**config.mk**
```make
export PLATFORM = sky130hd
export DESIGN_NAME = relobi_a_err_monitor
export DESIGN_NICKNAME = d
export VERILOG_FILES = /design/src/rtl/relobi_a_err_monitor.sv
export SDC_FILE = /design/constraint.sdc
export NUM_CORES = 1
export LEC_CHECK = 0
export CAP_MARGIN = 30
export CORE_ASPECT_RATIO = 0.9
export CORE_MARGIN = 4
export CORE_UTILIZATION = 48
export DETAILED_ROUTE_END_ITERATION = 7
export PLACE_DENSITY = 0.79
export SLEW_MARGIN = 10
export SYNTH_ARGS = -nofsm -noshare
export SYNTH_HDL_FRONTEND = slang
export SYNTH_SLANG_ARGS = --single-unit
export TNS_END_PERCENT = 5
```
**constraint.sdc**
```tcl
create_clock -name clk_i -period 2.18 [get_ports clk_i]
set_input_delay 0.327 -clock clk_i [delete_from_list [all_inputs] [get_ports clk_i]]
set_output_delay 0.327 -clock clk_i [all_outputs]
set_load 0.02 [all_outputs]
```
**src/rtl/relobi_a_err_monitor.sv**
```systemverilog
// relOBI A-channel error monitor: counts ECC errors on accepted requests, captures the
// first uncorrectable one, raises an interrupt and optionally fences the channel.
package obi_pkg;
  typedef struct packed {
    int unsigned DataWidth;
    int unsigned IdWidth;
  } obi_cfg_t;

  localparam obi_cfg_t ObiDefaultConfig = '{DataWidth: 32, IdWidth: 1};
endpackage

module relobi_a_err_monitor #(
  parameter obi_pkg::obi_cfg_t Cfg           = obi_pkg::ObiDefaultConfig,
  parameter int unsigned       CntWidth      = 16,
  parameter int unsigned       CorrThreshold = 1,
  parameter bit                BlockOnUncorr = 1'b1
) (
  input  logic                         clk_i,
  input  logic                         rst_ni,
  input  logic                         req_i,
  output logic                         gnt_o,
  output logic                         req_o,
  input  logic                         gnt_i,
  input  logic                         we_i,
  input  logic [Cfg.DataWidth/8-1:0]   be_i,
  input  logic [Cfg.IdWidth-1:0]       aid_i,
  input  logic [1:0]                   relerr_i,
  input  logic                         clear_i,
  output logic [CntWidth-1:0]          corr_cnt_o,
  output logic [CntWidth-1:0]          uncorr_cnt_o,
  output logic                         err_valid_o,
  output logic                         err_we_o,
  output logic [Cfg.DataWidth/8-1:0]   err_be_o,
  output logic [Cfg.IdWidth-1:0]       err_aid_o,
  output logic                         fault_o,
  output logic                         irq_o
);

  localparam logic [CntWidth-1:0] CntMax = {CntWidth{1'b1}};
  localparam logic [CntWidth-1:0] Thr    = CntWidth'(CorrThreshold);

  typedef enum logic {ST_OK, ST_FAULT} state_e;

  state_e                       state_q, state_d;
  logic [CntWidth-1:0]          corr_cnt_q, corr_cnt_d, uncorr_cnt_q, uncorr_cnt_d;
  logic                         err_valid_q, err_valid_d, err_we_q, err_we_d;
  logic [Cfg.DataWidth/8-1:0]   err_be_q, err_be_d;
  logic [Cfg.IdWidth-1:0]       err_aid_q, err_aid_d;
  logic                         irq_q, irq_d;
  logic                         hs, uncorr_ev, corr_ev;

  always_comb begin
    state_d = state_q;
    req_o   = req_i;
    gnt_o   = gnt_i;
    fault_o = 1'b0;
    if (state_q == ST_FAULT) begin
      req_o   = 1'b0;
      gnt_o   = 1'b0;
      fault_o = 1'b1;
    end

    // gnt_o is already zero in FAULT, so no event can be seen there
    hs        = req_i & gnt_o;
    uncorr_ev = hs & relerr_i[1];
    corr_ev   = hs & (relerr_i == 2'b01);

    corr_cnt_d   = corr_cnt_q;
    uncorr_cnt_d = uncorr_cnt_q;
    err_valid_d  = err_valid_q;
    err_we_d     = err_we_q;
    err_be_d     = err_be_q;
    err_aid_d    = err_aid_q;

    if (clear_i) begin
      state_d      = ST_OK;
      corr_cnt_d   = '0;
      uncorr_cnt_d = '0;
      err_valid_d  = 1'b0;
      err_we_d     = 1'b0;
      err_be_d     = '0;
      err_aid_d    = '0;
    end else begin
      if (corr_ev && corr_cnt_q != CntMax) corr_cnt_d = corr_cnt_q + CntWidth'(1);
      if (uncorr_ev) begin
        if (uncorr_cnt_q != CntMax) uncorr_cnt_d = uncorr_cnt_q + CntWidth'(1);
        if (!err_valid_q) begin
          err_valid_d = 1'b1;
          err_we_d    = we_i;
          err_be_d    = be_i;
          err_aid_d   = aid_i;
        end
        if (BlockOnUncorr) state_d = ST_FAULT;
      end
    end

    irq_d = err_valid_d | (corr_cnt_d >= Thr);
  end

  always_ff @(posedge clk_i) begin
    if (!rst_ni) begin
      state_q      <= ST_OK;
      corr_cnt_q   <= '0;
      uncorr_cnt_q <= '0;
      err_valid_q  <= 1'b0;
      err_we_q     <= 1'b0;
      err_be_q     <= '0;
      err_aid_q    <= '0;
      irq_q        <= 1'b0;
    end else begin
      state_q      <= state_d;
      corr_cnt_q   <= corr_cnt_d;
      uncorr_cnt_q <= uncorr_cnt_d;
      err_valid_q  <= err_valid_d;
      err_we_q     <= err_we_d;
      err_be_q     <= err_be_d;
      err_aid_q    <= err_aid_d;
      irq_q        <= irq_d;
    end
  end

  assign corr_cnt_o   = corr_cnt_q;
  assign uncorr_cnt_o = uncorr_cnt_q;
  assign err_valid_o  = err_valid_q;
  assign err_we_o     = err_we_q;
  assign err_be_o     = err_be_q;
  assign err_aid_o    = err_aid_q;
  assign irq_o        = irq_q;

endmodule

```
==> results.json, run 1 <==
{
  "placedCellCount": 397,
  "dp_hpwl_mm": 4.41,
  "hp-class": "flip-flop to flip-flop",
  "slew_violations": 0,
  "synth-async-reset-ratio_pct": 0,
  "grt.total_usage_pct": 21.1,
  "finalCritPeriodShare_pct": 95.1,
  "grt_util_met2_pct": 30.8,
  "cts_tree": "built",
  "cts_buffer_depth": 2,
  "end_kind": "flip-flop",
  "portBuffers": 55,
  "cts_resized": 0,
  "via_per_inst": 5.47,
  "fin_crit_ps": 2070,
  "required_ps": 2340,
  "dieArea_um2": 5590,
  "cp_max_fo": 5,
  "grt_max_degree": 15,
  "fin_cells": 406,
  "ir_worst_vdd_mv": 0.345,
  "drt-total-wl_mm": 5.88,
  "drc": 0,
  "ant_nets": 0,
  "synthCells": 256,
  "slew_headroom_pct": 72.1,
  "cts_max_level": 2,
  "syn-cell-area_um2": 2140,
  "die_y_um": 71.4,
  "first_iter_violations": 259,
  "place.gp.congestion": 0.943,
  "core_region_area_um2": 4180,
  "status": "finished clean",
  "antenna_found_initial": 0,
  "synth.avg_cell_area_um2": 8.36,
  "cts_made_buffers": 5,
  "use_met1_pct": 30.2,
  "die_w_um": 78.4,
  "grt_pass1_wl_mm": 9.56,
  "grt_use_met3_pct": 6.53,
  "ys_types": 45,
  "fmax_ghz": 0.482,
  "synth_nets": 271,
  "dr.pass1.iters": 4,
  "via_count": 2222,
  "row_count": 22,
  "grt_pass1_vias": 2036,
  "ios": 56,
  "hold_viol": 0,
  "p_leak_uw": 0.00105,
  "crit_arrival_ps": 2230,
  "ys_seq_elements": 41,
  "n_antenna_cell": 0,
  "synth_seq_area_share_pct": 38.3,
  "place_ws_ps": -190,
  "yosys_warnings": 0,
  "setup-violations-final": 0,
  "clk_pin_slew_ps": 80,
  "rsz0062_at_grt": "yes",
  "maxCapViolations": 0,
  "syn_to_final_growth_pct": 44.4,
  "timing.clock.skew_ps": 6.44,
  "drive_gt1_share_pct": 15.0,
  "synth_edf_count": 0,
  "clock_sinks": 41,
  "power_density_nw_per_um2": 437,
  "post_drt_wl_per_cell_um": 14.5,
  "worstMarginPinSlew_ps": 413,
  "global_route.overflow_total": 0,
  "cts_root_buf": "clkbuf_8",
  "initial_utilization_pct": 51.2,
  "synthFlopType": "dfxtp_1",
  "final_nets": 360,
  "finalWorstSetupSlack_ps": 107,
  "clk_latency_ps": 290,
  "grt_most_used_layer": "met2",
  "cp-start-kind": "primary input",
  "path_class": "primary input to flip-flop"
}
[state kept, by name (all words and copies together), names as in the netlist]
name          flops
err_aid_o         1
irq_o             1
err_be_o          4
state_q           1
uncorr_cnt_o     16
corr_cnt_o       16
err_valid_o       1
err_we_o          1
[worst max-delay path, cell delays in order]
cell             delay [ps]
clkdlybuf4s50_1         480
nand2b_1                220
buf_4                   150
nor3_1                  300
nand4_1                 190
xor2_1                  250
o221a_2                 230
a41oi_1                  80
[logic make-up after synthesis]
kind of cell / count (synthesis) / synth area share [%]
AND/OR/NAND/NOR: 126 / 31.7
flip-flops: 41 / 38.3
AO/OA/AOI/OAI: 36 / 11.8
XOR/XNOR: 28 / 11.5
buffers and inverters: 20 / 4.15
multiplexers: 3 / 1.40
adder cells (fa/ha/maj): 2 / 1.17
[final cells by class]
| cell class | instances | area (µm²) |
|---|---|---|
| tap | 60 | 75.1 |
| clock buffer | 6 | 72.6 |
| timing repair buffer | 95 | 851 |
| sequential | 41 | 821 |
| clock inverter | 2 | 15.0 |
| inverter | 7 | 26.3 |
| multi-input combinational | 195 | 1230 |
| fill | 333 | 1090 |
[stage by stage]
stage	total power [µW]	TNS, ps	utilization, %	hold slack [ps]	instance area [µm²]
final	1350	0	73.9	476	3090
after global routing	1400	-0.769	73.9	506	3090
after CTS	1360	0	73.7	480	3080
after detailed placement	879	-263	71.6	469	3000
after global placement	879	-122	71.6	462	3000
after floorplan	817	0	-	403	2140
[routing by layer]
metal | part of all wire, % | vias to the layer above
li1 | - | 1095
met1 | 48 | 1022
met2 | 42 | 99
met3 | 8.7 | 6
met4 | 0.87 | 0
met5 | 0 | -
[placed cells by master, fill, tap and decap left out, types with 5 or more instances in the layout]
master            n
xnor2_1          19
buf_4            40
dfxtp_1          41
inv_1             7
and4_1            5
nand3_1          10
xor2_1            9
nand2_1          21
o21ai_0          12
nor4_1           10
a21oi_1          11
nor2b_1           5
clkbuf_8          5
nor3_1            8
nand4_1          13
nor2_1           32
clkdlybuf4s50_1  55
[final timing paths]
check | start | endpoint | slack (ps) | cells past startpoint
hold reg to reg | err_we_o | err_we_o | 480 | 2
setup reg to reg | state_q | irq_o | 190 | 7
hold / removal | err_we_o | err_we_o | 480 | 2
setup / recovery | relerr_i[1] | irq_o | 110 | 8
[power by group]
part	total (µW)	switching, µW	internal (µW)
registers	755	2.96	752
clock network	488	262	225
logic	109	52.9	56.3
[synth_stat cells (all sizes together) (2+ instances only)]
master	count	area [µm²]
nor4	11	75.1
nand3b	2	15.0
nor2b	5	31.3
inv	7	26.3
nor3b	3	22.5
ha	2	25.0
a21oi	11	55.1
mux2i	3	30.0
o21ai	12	60.1
clkbuf	8	31.3
nand2b	2	12.5
nor4b	2	17.5
xor2	9	78.8
and4	5	43.8
a311oi	3	32.5
nor2	32	120
nand3	10	50.1
nor3	8	40.0
xnor2	19	166
buf	5	31.3
dfxtp	41	821
or3	3	18.8
nand2	21	78.8
nand4	14	93.8
and2	4	25.0
[what timing repair did]
action	CTS	global route
hold buffers	0	0
endpoints found under the setup margin	0	9
buffers inserted	0	1
(Power assumes the default switching activity.)
==> run 2: changes to the inputs <==
Settings changed: CORE_MARGIN 4 to unset, CTS_CLUSTER_SIZE set to 14.
==> results.json, run 2 (synthesis results as in run 1) <==
{
  "path_buf_inv": 2,
  "path_cells": "clkdlybuf4s50_1 > nand2b_1 > buf_4 > nor3_1 > nand4_1 > xor2_1 > o221a_2 > a41oi_1",
  "crit_start": "relerr_i[1]",
  "placedCellCount": 401,
  "cts_buffer_depth": 2,
  "via_count": 2331,
  "crit_arrival_ps": 2370,
  "die_y_um": 65.4,
  "p_leak_uw": 0.00109,
  "grt.total_usage_pct": 27.2,
  "timing.rr.end": "uncorr_cnt_o[1]",
  "hp-class": "flip-flop to flip-flop",
  "crit_end": "irq_o",
  "place.gp.congestion": 0.935,
  "placed_area_um2": 3030,
  "ant_nets": 0,
  "drt-total-wl_mm": 6.20,
  "end_kind": "flip-flop",
  "post_drt_wl_per_cell_um": 15.2,
  "cts_root_buf": "clkbuf_8",
  "portBuffers": 55,
  "finalSetupTns_ps": 0,
  "total_power_uw": 1490,
  "fin_crit_ps": 2150,
  "first_iter_violations": 269,
  "maxCapViolations": 0,
  "slew_violations": 0,
  "worstMarginPinSlew_ps": 418,
  "global_route.overflow_total": 0,
  "cp-start-kind": "primary input",
  "fillCellCount": 325,
  "row_count": 22,
  "clk_pin_slew_ps": 80,
  "layout_common_cells": "clkdlybuf4s50_1 (55), buf_4 (43), dfxtp_1 (41), nor2_1 (32), nand2_1 (21)",
  "worst-path-stages": 8,
  "initial_utilization_pct": 51.2,
  "final_nets": 363,
  "cp_slowest_cell": "clkdlybuf4s50_1",
  "dp_hpwl_mm": 4.48,
  "antenna_found_initial": 0,
  "timing.clock.skew_ps": 8.43,
  "ir_worst_vdd_mv": 0.409,
  "clk_latency_ps": 300,
  "drc": 0,
  "status": "finished clean",
  "critical-path-top-delay-family": "simple AND/OR/NAND/NOR gates",
  "layout_commonest_cell": "clkdlybuf4s50_1",
  "power_density_nw_per_um2": 471,
  "dr.pass1.iters": 5,
  "syn_to_final_growth_pct": 47.6,
  "n_antenna_cell": 0,
  "finalInstanceArea_um2": 3160,
  "clock_sinks": 41,
  "drive_gt1_share_pct": 16.9,
  "hold_viol": 0,
  "via_per_inst": 5.70,
  "cts_tree": "built",
  "worst_r2r_path_depth": 8,
  "ctsHoldBuffers": 0,
  "finalCritPeriodShare_pct": 98.5,
  "required_ps": 2400,
  "path_class": "primary input to flip-flop",
  "ios": 56,
  "grt_pass1_wl_mm": 9.80,
  "core_region_area_um2": 4180,
  "fmax_ghz": 0.466,
  "grt_pass1_vias": 2004,
  "die_w_um": 72.4,
  "ff2ff_setup_slack_ps": 110,
  "setup-violations-final": 0,
  "slew_headroom_pct": 71.7,
  "dieArea_um2": 4730,
  "r2r_start": "uncorr_cnt_o[1]",
  "critical-path-max-stage-delay_ps": 490,
  "cts_max_level": 2,
  "cts_made_buffers": 5,
  "grt_max_degree": 16,
  "fin_cells": 409,
  "cp_max_fo": 5
}
-- run 2: power breakdown --
part	internal [µW]	total (µW)	switching, µW
logic	57.2	111	53.8
clock network	344	624	280
registers	752	755	3.17
total	1150	1490	337
-- run 2: final cells by class --
type	instances	area [µm²]	area share, %
multi-input combinational	195	1250	39.7
timing repair buffer	98	873	27.6
sequential	41	821	26.0
tap	60	75.1	2.38
clock buffer	6	72.6	2.30
clock inverter	2	38.8	1.23
inverter	7	26.3	0.831
-- run 2: through the flow --
step | setup WS, ps | hold slack, ps | utilization (%)
3_5_place_dp | -195 | 469 | 72.3
3_3_place_gp | -164 | 462 | 72.3
2_1_floorplan | 71.4 | 403 | -
4_1_cts | 42.7 | 481 | 75.0
5_1_grt | -10.6 | 512 | 75.5
6_report | 32.4 | 483 | 75.5
-- run 2: routing by layer --
layer / share of wire (%) / GRT usage (%) / vias up
li1: - / - / 1095
met1: 45 / 38.7 / 1101
met2: 45 / 39.6 / 122
met3: 9.0 / 8.13 / 13
met4: 1.6 / 7.60 / 0
met5: 0 / 0 / -
-- run 2: what timing repair did --
| item | 4_1_cts | 5_1_grt |
|---|---|---|
| gates resized for setup | 0 | 5 |
| setup endpoints to repair | 0 | 2 |
| buffers inserted | 0 | 0 |
-- run 2: worst min path at each step --
stage                startpoint       endpoint  slack, ps  depth (start not counted)
floorplan               clear_i  corr_cnt_o[4]        400                          1
global placement    err_be_o[2]    err_be_o[2]        460                          2
detailed placement  err_be_o[0]    err_be_o[0]        470                          2
CTS                 err_be_o[0]    err_be_o[0]        480                          2
global route        err_be_o[0]    err_be_o[0]        510                          2
finish                 err_we_o       err_we_o        480                          2
-- run 2: worst reg2reg max path: cells and delay by family, from the launching register on --
family	cells	cell delay, ps
AO/OA/AOI/OAI	1	350
adder cells (fa/ha/maj)	1	190
flip-flops	1	380
multiplexers	1	180
AND/OR/NAND/NOR	3	490
buffers and inverters	2	380
==> edit 1 (config.mk and constraints of run 1) <==
`BlockOnUncorr`: 1'b1 -> 1'b0.
--- a/src/rtl/relobi_a_err_monitor.sv
+++ b/src/rtl/relobi_a_err_monitor.sv
@@ -14,5 +14,5 @@
   parameter int unsigned       CntWidth      = 16,
   parameter int unsigned       CorrThreshold = 1,
-  parameter bit                BlockOnUncorr = 1'b1
+  parameter bit                BlockOnUncorr = 1'b0
 ) (
   input  logic                         clk_i,
Formal check against the unedited RTL: not equivalent (a bounded check fails within 4 cycles, from zero or initial values and one cycle with rst_ni low).
==> edit 1 against run 1 <==
  * Cell area is 7.4% lower
  * Area after synthesis is 8.4% lower
  * Critical path depth increased by 1
  * First-iteration DRC count fell by 51%
  * Register-to-register slack worse by 0.03 ns
  * Worst setup slack improved by 0.044 ns
  * Clock power rose by 31%
  * Total power up 8.5%
  * Synthesized cell count is 9.0% lower
  * Critical endpoint unchanged
  * Wire length decreased by 14%
  * Sequential cell count shrank 1
  * Combinational power shrank 18%
==> edit 1: results (changes against run 1) <==
netSwitchingPower_uw: 310.2  # -2.4%
detailed_place.area_sq_um: 2711  # -9.5%
nNonClkInverters: 3  # -4
multi_input_area_share: 0.3919  # -0.006343
synth.largest_area_cell: "sky130_fd_sc_hd__dfxtp_1"
initial_antenna_violation_count: 0  # unchanged
synth.top_cells.by_area: "sky130_fd_sc_hd__dfxtp_1 41%, sky130_fd_sc_hd__nor2_1 8.2%, sky130_fd_sc_hd__xor2_1 5.8%, sky130_fd_sc_hd__mux2i_1 5.1%, sky130_fd_sc_hd__nand2_1 3.3%"
final_layout_size_suffix_gt1_frac: 0.1511  # +0.0008364
finClkSkew_ns: 0.005546  # -0.0008973 ns
gp_congestion: 0.8830  # -6.3%
first_pass_grt_wire_length_microns: 8190  # -14%
nMultiInputCombCells: 180  # -7.7%
path_clk_slew_ns: 0.08  # about the same
place_worst_setup_slack_ns: -0.2201  # -0.03058 ns
cts_max_path_buffers: 2  # unchanged
ys_types: 41  # -8.9%
via_count_of_the_first_global_routing_pass: 1752  # -14%
postSynth.asyncResetShare: 0  # unchanged
clock_buffers: 6  # unchanged
drt_iter0_drc: 128  # -51%
buf_share: 0.2612  # -0.01394
clk_share: 0.04238  # +0.01405
n_antenna_cell: 0  # unchanged
port_buffers: 54  # -1.8%
fillCellCount: 298  # -11%
crit_arrival_ns: 2.21  # -0.02 ns
route.vias.total: 1939  # -13%
sequential_portion_of_the_cell_area: 0.2805  # +0.01499
ys_warn_count: 0  # unchanged
cts.htree.levels: 2  # unchanged
cts_buffers: 5  # unchanged
chip_width_microns: 75.37  # -3.9%
status: "complete, no violations"
routed_wl_microns: 5030  # -14%
finish.net_count: 325  # -9.7%
synth.yosys.seq_area_share: 0.4084  # +0.02502
ys_top_cells_by_count: "43 x sky130_fd_sc_hd__nor2_1, 40 x sky130_fd_sc_hd__dfxtp_1, 17 x sky130_fd_sc_hd__nand2_1, 13 x sky130_fd_sc_hd__xor2_1, 12 x sky130_fd_sc_hd__nand3_1"
hp-class: "reg -> reg"
irDropWorstVdd_uv: 351.7  # +1.8%
max_fo_critical_path: 4  # -1
seq_cell_count: 40  # -2.4%
leakage_uw: 0.001038  # -1.5%
grt_max_degree: 30  # +15
clock_insertion_delay_worst_skew_ns: 0.30
cts.root.buffer_cell: "sky130_fd_sc_hd__clkbuf_8"
non_clock_buffer_count: 80  # -16%
grt.total_usage: 0.2092  # -0.001679
dpl.hpwl_microns: 3713  # -16%
synthesis.nets: 248  # -8.5%
first_pass_iters: 5  # +1
edit 1: cell count changes in the layout (fill, tap and decap cells not counted), moves of 4 or more:
cell                      delta
sky130_fd_sc_hd__nor2b_1     -4
sky130_fd_sc_hd__and3_1      +4
sky130_fd_sc_hd__xnor2_1    -13
sky130_fd_sc_hd__nor2_1     +10
sky130_fd_sc_hd__nand2_1     -4
sky130_fd_sc_hd__mux2i_1     +6
sky130_fd_sc_hd__xor2_1      +4
sky130_fd_sc_hd__inv_1       -4
sky130_fd_sc_hd__nor4_1      -9
sky130_fd_sc_hd__a21oi_1     -4
sky130_fd_sc_hd__or3_1       +4
sky130_fd_sc_hd__buf_4      -15
edit 1: worst paths after layout:
path	startpoint	endpoint	slack (ns)	cells past startpoint
worst max-delay path	relerr_i[1]	irq_o	0.15	9
worst min-delay path	err_aid_o	err_aid_o	0.50	2
worst max register to register	corr_cnt_o[6]	irq_o	0.16	7
worst min register to register	err_aid_o	err_aid_o	0.50	2
edit 1: power groups by stage:
stage / registers (uW) / logic [uW] / clock network [uW]
finish: 736 / 89.7 / 641
CTS: 736 / 89.3 / 652
global route: 736 / 97.1 / 686
detailed placement: 753 / 88.4 / 0
floorplan: 757 / 35.9 / 0
global placement: 753 / 87.7 / 0
edit 1: what timing repair did:
item | CTS | global route
buffers inserted | 0 | 1
setup endpoints to repair | 0 | 2
gates resized for setup | 0 | 6
edit 1: kinds of logic after synthesis:
kind of cell             synth area share
AND/OR/NAND/NOR                    0.3268
flip-flops                         0.4084
AO/OA/AOI/OAI                     0.08361
XOR/XNOR                          0.08488
buffers and inverters             0.03063
multiplexers                      0.05106
adder cells (fa/ha/maj)           0.01276
other                            0.001913
edit 1: through the flow:
step | instances | hold slack (ns) | TNS (ns) | utilization | power (uW)
2_1_floorplan | 233 | 0.4487 | 0 | - | 792.8
3_3_place_gp | 348 | 0.4749 | -0.2820 | 0.7068 | 840.7
3_5_place_dp | 348 | 0.4871 | -0.4200 | 0.7068 | 841.5
6_report | 357 | 0.5012 | 0 | 0.7466 | 1467
4_1_cts | 356 | 0.5052 | 0 | 0.7384 | 1477
5_1_grt | 357 | 0.5605 | 0 | 0.7466 | 1520
edit 1: critical path: stages:
cell,delay [ns]
sky130_fd_sc_hd__clkdlybuf4s50_1,0.42
sky130_fd_sc_hd__nand4b_1,0.17
sky130_fd_sc_hd__buf_4,0.17
sky130_fd_sc_hd__buf_4,0.13
sky130_fd_sc_hd__nor4_1,0.31
sky130_fd_sc_hd__mux2i_1,0.23
sky130_fd_sc_hd__nor2_1,0.06
sky130_fd_sc_hd__o31ai_1,0.29
sky130_fd_sc_hd__nand3b_1,0.10
edit 1: metal layers:
metal  wire length [microns]  GRT usage
met2                    2138     0.3157
met5                       0          0
met4                      63    0.06550
met3                     473    0.04638
met1                    2355     0.2957
==> edit 2 (settings of run 1) <==
Without the edit above. Make the reset (`rst_ni`) asynchronous in one clocked block.
--- a/src/rtl/relobi_a_err_monitor.sv
+++ b/src/rtl/relobi_a_err_monitor.sv
@@ -98,5 +98,5 @@
   end
 
-  always_ff @(posedge clk_i) begin
+  always_ff @(posedge clk_i or negedge rst_ni) begin
     if (!rst_ni) begin
       state_q      <= ST_OK;
Function: differs if rst_ni is asserted again (counterexample within 4 cycles, from zero or initial values and one cycle with rst_ni low); with rst_ni held inactive, the same outputs for 10 cycles.
==> edit 2 against run 1 <==
  * Worst setup slack lost 0.20 ns
  * The run now ends with negative setup slack left
  * Die area rose by 10%
  * Hold slack worse by 0.040 ns
  * Cell area rose by 17%
  * Highest routed layer unchanged
  * Register-to-register slack worse by 0.25 ns
  * Area after synthesis up 11%
  * Synthesized cell count down 0.78%
  * Sequential cell count stayed put
  * Via count grew 5.7%
  * Largest cell class unchanged
  * Clock power rose by 10%
  * Wire length up 15%
  * Total power grew 9.6%
==> edit 2: results (changes against run 1) <==
synthesis.nets: 269  # -0.74%
ys_types: 54  # +20%
power_density_nw_per_um2: 410.2  # -6.2%
synth.area.mux_share: 0.02205  # +0.008020
drt_iter0_drc: 167  # -36%
synthAdderAreaFrac: 0.01050  # -0.001190
synth.top_cells.by_area: "sky130_fd_sc_hd__dfrtp_1 43%, sky130_fd_sc_hd__nor2_1 5.8%, sky130_fd_sc_hd__xnor2_1 5.1%, sky130_fd_sc_hd__xor2_1 3.7%, sky130_fd_sc_hd__nand3_1 2.7%"
post_cts_resized: 13  # +13
power.combinational.fraction: 0.112  # +0.031
via_count_of_the_first_global_routing_pass: 2303  # +13%
cts_setup_buffers: 5  # +5
violations: "negative setup slack"
hp-class: "in -> async"
first_pass_grt_wire_length_microns: 10960  # +15%
detail_route.vias_per_cell: 5.486  # +0.24%
synth-compound-area-share: 0.1150  # -0.003099
grt_max_degree: 39  # +24
cts_hold_buffers: 1  # +1
placedCellCount: 413  # +4.0%
timing.final.setup_violations: 1  # +1
crit_arrival_ns: 2.46  # +0.23 ns
hold-worst-slack_ns: 0.4362  # -0.03967 ns
finClkSkew_ns: 0.007320  # +0.0008770 ns
status: "finished, violations left"
setup.reg_to_reg.worst_slack_ns: -0.06  # -0.25 ns
synth_area_per_inst_sq_um: 9.384  # +12%
routed_wl_microns: 6742  # +15%
fillCellCount: 328  # -1.5%
setup_tns_ns: -0.09788  # -0.09788 ns
detailed_place.area_sq_um: 3338  # +11%
gp_congestion: 0.9086  # -3.6%
synth_top_flop_cell: "sky130_fd_sc_hd__dfrtp_1"
switching_part_of_the_total: 0.2557  # +0.02043
leakage_uw: 0.001500  # +42%
avgRoutedWirePerCell_microns: 15.75  # +8.8%
dpl.hpwl_microns: 4749  # +7.7%
post_synth_xor_area_fraction: 0.08819  # -0.02636
final_layout_size_suffix_gt1_frac: 0.2865  # +0.1362
pwr-share-clk: 0.364  # +0.003
worstMarginPinSlew_ns: 0.5648  # +0.1515 ns
post-route-worst-setup-slack_ns: -0.09788  # -0.2049 ns
-- edit 2: metal layers --
| metal | track usage | up-vias | part of all wire | wire (microns) |
|---|---|---|---|---|
| li1 | - | 1128 | - | - |
| met1 | 0.3282 | 1133 | 0.47 | 3147 |
| met2 | 0.3612 | 74 | 0.47 | 3153 |
| met3 | 0.05024 | 13 | 0.049 | 331 |
| met4 | 0.06458 | 0 | 0.016 | 110 |
| met5 | 0 | - | 0 | 0 |
-- edit 2: layout make-up --
| type | count | area [sq um] | share of cell area |
|---|---|---|---|
| timing repair buffer | 112 | 977.2 | 0.2705 |
| multi-input combinational | 196 | 1399 | 0.3873 |
| sequential | 41 | 1036 | 0.2868 |
| clock inverter | 2 | 13.76 | 0.003810 |
| tap | 65 | 81.33 | 0.02251 |
| inverter | 6 | 22.52 | 0.006235 |
| clock buffer | 6 | 82.58 | 0.02286 |
